$ cat src/rtl/bus_master_port.sv
// Master-side endpoint of the two-master serial bus: takes one local command,
// requests the bus, shifts address/write data out or read data in, and returns a response.
module bus_master_port #(
    parameter int ADDR_WIDTH = 12,
    parameter int DATA_WIDTH = 8,
    parameter int TIMEOUT    = 64
) (
    input  logic                  clk,
    input  logic                  rst,
    input  logic                  req_valid,
    output logic                  req_ready,
    input  logic                  req_write,
    input  logic [ADDR_WIDTH-1:0] req_addr,
    input  logic [DATA_WIDTH-1:0] req_wdata,
    output logic                  rsp_valid,
    output logic                  rsp_err,
    output logic [DATA_WIDTH-1:0] rsp_rdata,
    output logic                  breq,
    input  logic                  bgrant,
    output logic                  bus_mode,
    output logic                  bus_wdata,
    output logic                  bus_wvalid,
    input  logic                  bus_rdata,
    input  logic                  bus_rvalid,
    input  logic                  sready
);
    localparam int MAXW = (ADDR_WIDTH > DATA_WIDTH) ? ADDR_WIDTH : DATA_WIDTH;
    localparam int CW   = $clog2(MAXW + 1);
    localparam int TW   = $clog2(TIMEOUT + 1);
    localparam logic [CW-1:0] ADDR_LAST = CW'(ADDR_WIDTH - 1);
    localparam logic [CW-1:0] DATA_LAST = CW'(DATA_WIDTH - 1);
    localparam logic [TW-1:0] WAIT_LAST = TW'(TIMEOUT - 1);

    typedef enum logic [2:0] {IDLE, REQ, ADDR, WDATA, RWAIT, RDATA, DONE} state_t;

    state_t                state, state_n;
    logic                  is_write, is_write_n;
    logic [ADDR_WIDTH-1:0] addr_sh, addr_sh_n;
    logic [DATA_WIDTH-1:0] data_sh, data_sh_n;
    logic [DATA_WIDTH-1:0] rdata_sh, rdata_sh_n, rdata_shifted;
    logic [CW-1:0]         bit_cnt, bit_cnt_n;
    logic [TW-1:0]         wait_cnt, wait_cnt_n;
    logic                  breq_n, bus_wvalid_n, bus_wdata_n, bus_mode_n;
    logic                  rsp_valid_n, rsp_err_n;
    logic [DATA_WIDTH-1:0] rsp_rdata_n;
    logic                  in_transfer, done_now, done_err;
    logic [DATA_WIDTH-1:0] done_data;
    logic                  unused_sready;

    // Slave readiness is already folded into the arbiter's grant decision.
    assign unused_sready = sready;
    assign req_ready     = (state == IDLE);
    assign in_transfer   = (state == ADDR) || (state == WDATA) || (state == RWAIT) || (state == RDATA);
    assign rdata_shifted = (rdata_sh >> 1) | (DATA_WIDTH'(bus_rdata) << (DATA_WIDTH - 1));

    always_comb begin
        state_n      = state;
        is_write_n   = is_write;
        addr_sh_n    = addr_sh;
        data_sh_n    = data_sh;
        rdata_sh_n   = rdata_sh;
        bit_cnt_n    = bit_cnt;
        wait_cnt_n   = wait_cnt;
        breq_n       = breq;
        bus_wvalid_n = bus_wvalid;
        bus_wdata_n  = bus_wdata;
        bus_mode_n   = bus_mode;
        rsp_valid_n  = 1'b0;
        rsp_err_n    = rsp_err;
        rsp_rdata_n  = rsp_rdata;
        done_now     = 1'b0;
        done_err     = 1'b0;
        done_data    = '0;

        // Losing the grant mid-transfer overrides whatever the current phase would do.
        if (in_transfer && !bgrant) begin
            done_now = 1'b1;
            done_err = 1'b1;
        end else begin
            case (state)
                IDLE: begin
                    if (req_valid) begin
                        is_write_n = req_write;
                        addr_sh_n  = req_addr;
                        data_sh_n  = req_wdata;
                        breq_n     = 1'b1;
                        state_n    = REQ;
                    end
                end
                REQ: begin
                    if (bgrant) begin
                        bus_wvalid_n = 1'b1;
                        bus_wdata_n  = addr_sh[0];
                        bus_mode_n   = is_write;
                        addr_sh_n    = addr_sh >> 1;
                        bit_cnt_n    = '0;
                        state_n      = ADDR;
                    end
                end
                ADDR: begin
                    if (bit_cnt != ADDR_LAST) begin
                        bus_wdata_n = addr_sh[0];
                        addr_sh_n   = addr_sh >> 1;
                        bit_cnt_n   = bit_cnt + CW'(1);
                    end else if (is_write) begin
                        bus_wdata_n = data_sh[0];
                        data_sh_n   = data_sh >> 1;
                        bit_cnt_n   = '0;
                        state_n     = WDATA;
                    end else begin
                        bus_wvalid_n = 1'b0;
                        bus_wdata_n  = 1'b0;
                        bit_cnt_n    = '0;
                        wait_cnt_n   = '0;
                        state_n      = RWAIT;
                    end
                end
                WDATA: begin
                    if (bit_cnt != DATA_LAST) begin
                        bus_wdata_n = data_sh[0];
                        data_sh_n   = data_sh >> 1;
                        bit_cnt_n   = bit_cnt + CW'(1);
                    end else begin
                        done_now = 1'b1;
                    end
                end
                // Only the wait for the first bit is timed; gaps inside RDATA are not.
                RWAIT, RDATA: begin
                    if (bus_rvalid) begin
                        rdata_sh_n = rdata_shifted;
                        if (bit_cnt == DATA_LAST) begin
                            done_now  = 1'b1;
                            done_data = rdata_shifted;
                        end else begin
                            bit_cnt_n = bit_cnt + CW'(1);
                            state_n   = RDATA;
                        end
                    end else if (state == RWAIT) begin
                        if (wait_cnt == WAIT_LAST) begin
                            done_now = 1'b1;
                            done_err = 1'b1;
                        end else begin
                            wait_cnt_n = wait_cnt + TW'(1);
                        end
                    end
                end
                DONE: begin
                    rsp_err_n = 1'b0;
                    state_n   = IDLE;
                end
                default: state_n = IDLE;
            endcase
        end

        if (done_now) begin
            breq_n       = 1'b0;
            bus_wvalid_n = 1'b0;
            bus_wdata_n  = 1'b0;
            bus_mode_n   = 1'b0;
            rsp_valid_n  = 1'b1;
            rsp_err_n    = done_err;
            rsp_rdata_n  = done_err ? '0 : done_data;
            state_n      = DONE;
        end
    end

    always_ff @(posedge clk or posedge rst) begin
        if (rst) begin
            state      <= IDLE;
            is_write   <= 1'b0;
            addr_sh    <= '0;
            data_sh    <= '0;
            rdata_sh   <= '0;
            bit_cnt    <= '0;
            wait_cnt   <= '0;
            breq       <= 1'b0;
            bus_wvalid <= 1'b0;
            bus_wdata  <= 1'b0;
            bus_mode   <= 1'b0;
            rsp_valid  <= 1'b0;
            rsp_err    <= 1'b0;
            rsp_rdata  <= '0;
        end else begin
            state      <= state_n;
            is_write   <= is_write_n;
            addr_sh    <= addr_sh_n;
            data_sh    <= data_sh_n;
            rdata_sh   <= rdata_sh_n;
            bit_cnt    <= bit_cnt_n;
            wait_cnt   <= wait_cnt_n;
            breq       <= breq_n;
            bus_wvalid <= bus_wvalid_n;
            bus_wdata  <= bus_wdata_n;
            bus_mode   <= bus_mode_n;
            rsp_valid  <= rsp_valid_n;
            rsp_err    <= rsp_err_n;
            rsp_rdata  <= rsp_rdata_n;
        end
    end
endmodule

$ cat config.mk
export PLATFORM = sky130hd
export DESIGN_NAME = bus_master_port
export DESIGN_NICKNAME = d
export VERILOG_FILES = /design/src/rtl/bus_master_port.sv
export SDC_FILE = /design/constraint.sdc
export NUM_CORES = 1
export LEC_CHECK = 0
export CORE_UTILIZATION = 35
export CTS_BUF_LIST = sky130_fd_sc_hd__clkbuf_4 sky130_fd_sc_hd__clkbuf_8
export DETAILED_ROUTE_END_ITERATION = 8
export SETUP_SLACK_MARGIN = 0.3
export SLEW_MARGIN = 0
export SYNTH_ARGS = -nofsm -noshare
export SYNTH_HDL_FRONTEND = slang
export SYNTH_SLANG_ARGS = --single-unit
$ cat constraint.sdc
create_clock -name clk -period 2.4 [get_ports clk]
set_input_delay 0.48 -clock clk [delete_from_list [all_inputs] [get_ports clk]]
set_output_delay 0.48 -clock clk [all_outputs]
set_load 0.005 [all_outputs]
==> impl_summary.txt <==
----------------------------------------------------
[Run status]
  Run status ... completed

[Detailed routing]
  Count of nets left with antenna violations after detail routing ... 0
  Drt wl/cell ... 13.9 microns
  Number of DRC markers in iteration 0 ... 150
  Pre-antenna DRT Iters ... 4
  Wirelength, routed ... 6060 microns
  Number of vias in the routed layout ... 2225
  DR DRC count ... 0
  DR vias/cell ... 5.10

[Job]
  Number of maximum-capacitance violations ... 0

[Critical path]
  Worst reg-to-reg path cell count ... 5
  Required arrival time at the worst endpoint ... 1.92 ns
  Critical path capture point ... req_ready
  Crit path DAT ... 1.55 ns
  CP startpoint ... state[1]$_DFFE_PP0P_
  Worst Setup End Kind ... output port
  End of the worst register-to-register path ... state[0]$_DFFE_PP0P_
  Origin of the critical flop-to-flop path ... bit_cnt[0]$_DFFE_PP0P_
  Kind of critical path ... flop to output port
  Worst setup slack for register-to-register paths ... 0.45 ns
  CP max stage cell ... sky130_fd_sc_hd__clkdlybuf4s50_1
  Cell-by-cell trace of the critical path ... nor3_1, clkdlybuf4s50_1
  Slowest cell delay on critical path ... 0.53 ns
  Critical Path Source Type ... flop
  Worst Path Max Fanout ... 9

[Clock tree]
  Number of buffers inserted for hold repair after clock tree synthesis ... 0
  Sinks on the clock net ... 56
  H-tree level count ... 2
  Clk slew on worst S/H paths ... roughly 0.10 ns
  Inserted Clock Buffers ... 5
  Largest buffer count on any clock path ... 2
  CTS tree ... done
  Clock Root Buffer ... sky130_fd_sc_hd__clkbuf_8
  Clock network latency to the later pin of the worst-skew pair ... 0.32 ns

[Placed design]
  Final estimated routing congestion in global placement ... 0.770
  Sum of net half-perimeters after detailed placement ... between 4000 and 5000 microns
  I/O Buffers ... around 40

[Yosys]
  Share of synthesized area occupied by flip-flops and latches ... 49.5%
  Yosys reg bits ... 56
  Synthesized instance count ... 285
  Number of distinct standard cells referenced by the synthesized netlist ... 52
  Count of flip-flops with a built-in enable after synthesis ... 0
  Top FF cell, synth ... sky130_fd_sc_hd__dfrtp_1
  Synthesized netlist net count ... 315
  Post-synth ARST share ... 100%
  Mean cell area of the mapped netlist ... 9.93 sq um
  Yosys synthesis warning count ... 0
  Synthesized area ... 0.00283 sq mm

[Power]
  Share of power burned in combinational logic ... 45.5%
  Total power divided by cell area ... 1060 mW/mm^2
  Switching fraction of total power ... 39.8%
  Sequential power share ... 39.8%
  Internal power contribution ... 0.00223 W
  Highest ir drop seen on vdd ... 0.000337 V
  LEAKAGE ... 1.47 nW
  Share of power burned in the clock network ... 14.7%
  Net switching component of the power ... 0.00147 W

[Timing]
  Final hold vios ... 0
  Pins Over Slew Limit ... 0
  Worst Max-Slew Pin Slew ... 0.649 ns
  Min Clock Period, post-route ... roughly 2.0 ns
  Period utilisation layout ... 84.5%
  Max frequency ... 0.493 GHz
  Max-Slew Margin vs Limit ... between 50% and 60%
  Total negative slack for setup checks ... 0 ns
  Hold Worst Slack ... about 0.49 ns
  Post-Route Skew ... approximately 0.008 ns
  Setup repair after global routing missed its margin ... false
  Final setup violating endpoints ... 0

[GRT]
  Combined global-route utilization of all metal layers ... 15.0%
  Initial antenna violation count ... 0
  Via count of the first global-routing pass ... 2109
  Global-route wire length before repair ... 10200 microns
  Remaining Overflow, GRT ... 0
  Maximum number of pins on one net before global-route repair ... 57

[Layout]
  Nets ... about 360
  Ratio of cells with drive above 1 in the final layout ... 14.1%
  Most common cell after layout, fill and taps aside ... sky130_fd_sc_hd__dfrtp_1
  Leading cell types in the layout, fill and taps excluded ... 53 x sky130_fd_sc_hd__dfrtp_1, 41 x sky130_fd_sc_hd__nand2_1, 41 x sky130_fd_sc_hd__clkdlybuf4s50_1
  Area added between synthesis and finish ... 23.6%
  Antenna diode instance count ... 0

[Die]
  DIE HEIGHT ... between 90 and 100 microns
  Effective utilization at floorplan ... approximately 36%
  Top-Level Pins ... 43
  Chip width ... 91.9 microns
  Row Count ... 32
  Core Region ... 0.00777 sq mm
  Total Die Area ... 0.00845 sq mm

[Min path]
  Hold/Removal Path Class ... flop to flop

----------------------------------------------------
==> power groups by stage <==
stage                     combinational (W)  clock [W]  sequential, W
after CTS                           0.00169   0.000564        0.00147
final                               0.00168   0.000545        0.00147
after floorplan                     0.00125          0        0.00142
after detailed placement            0.00158          0        0.00154
after global routing                0.00189   0.000602        0.00151
after global placement              0.00155          0        0.00154
==> layer usage <==
| layer | track usage, % | part of all wire [%] |
|---|---|---|
| met1 | 21.7 | 51 |
| met2 | 23.1 | 45 |
| met3 | 2.90 | 3.4 |
| met4 | 4.04 | 1.3 |
| met5 | 0 | 0 |
==> cell usage after synthesis, drive strengths merged (3+ instances only) <==
cell type	n	area, sq um
mux2	7	78.8
buf	13	82.6
mux2i	11	110
nor3	5	25.0
a22o	9	78.8
a21oi	10	53.8
or3b	3	26.3
nand3	9	50.1
nand2b	9	58.8
nand3b	4	30.0
inv	7	26.3
dfrtp	56	1400
nor2	23	88.8
o21ai	30	150
nand2	41	154
a31oi	9	56.3
xnor2	3	26.3
nor4	3	31.3
==> cells by family (layout without fill, tap and decap cells) <==
family	count (synthesis)	count (layout)	synth area share (%)
AND/OR/NAND/NOR	109	109	20.1
AO/OA/AOI/OAI	75	75	17.8
flip-flops	56	56	49.5
buffers and inverters	22	71	4.11
multiplexers	18	18	6.67
XOR/XNOR	3	3	0.928
adder cells (fa/ha/maj)	2	2	0.884
==> through the flow <==
stage	std cells	area [sq um]	util [%]	setup WS, ns	total power [W]
after detailed placement	424	3370	43.4	0.207	0.00312
after global placement	424	3370	43.4	0.228	0.00309
after CTS	436	3500	45.0	0.318	0.00372
final	436	3500	45.0	0.371	0.00370
after global routing	436	3500	45.0	0.305	0.00400
after floorplan	285	2830	-	0.549	0.00267
==> sequential cells by signal, indices dropped and copies added (netlist names) <==
name / count
addr_sh: 12
bit_cnt: 4
breq: 1
bus_mode: 1
bus_wdata: 1
bus_wvalid: 1
data_sh: 8
is_write: 1
rdata_sh: 7
rsp_err: 1
rsp_rdata: 8
rsp_valid: 1
state: 3
wait_cnt: 7
==> worst max-delay path: cells and delay by family (launching register included) <==
family / cells / cell delay, ns
simple gates: 1 / 0.22
buf+inv: 1 / 0.53
flops: 1 / 0.49
==> layout make-up <==
class,count,area [sq um]
Fill cell,778,4270
Sequential cell,56,1410
Multi-Input combinational cell,207,1310
Timing Repair Buffer,56,536
Tap cell,102,128
Clock buffer,5,68.8
Inverter,7,26.3
Clock inverter,3,21.3
==> timing repair <==
item,CTS,global route
resized for setup,2,2
endpoints found under the setup margin,1,2
setup buffers,4,0
hold endpoints to repair,0,0
==> worst min path at each step <==
stage                            start                       to  slack, ns  depth (start not counted)
2_1_floorplan  addr_sh[10]$_DFFE_PP0P_  addr_sh[10]$_DFFE_PP0P_       0.45                          2
3_3_place_gp   addr_sh[11]$_DFFE_PP0P_  addr_sh[11]$_DFFE_PP0P_       0.46                          2
3_5_place_dp   addr_sh[11]$_DFFE_PP0P_  addr_sh[11]$_DFFE_PP0P_       0.47                          2
4_1_cts        addr_sh[11]$_DFFE_PP0P_  addr_sh[11]$_DFFE_PP0P_       0.50                          2
5_1_grt         addr_sh[3]$_DFFE_PP0P_   addr_sh[3]$_DFFE_PP0P_       0.52                          2
6_report        addr_sh[1]$_DFFE_PP0P_   addr_sh[1]$_DFFE_PP0P_       0.49                          2
(Power assumes the default switching activity.)
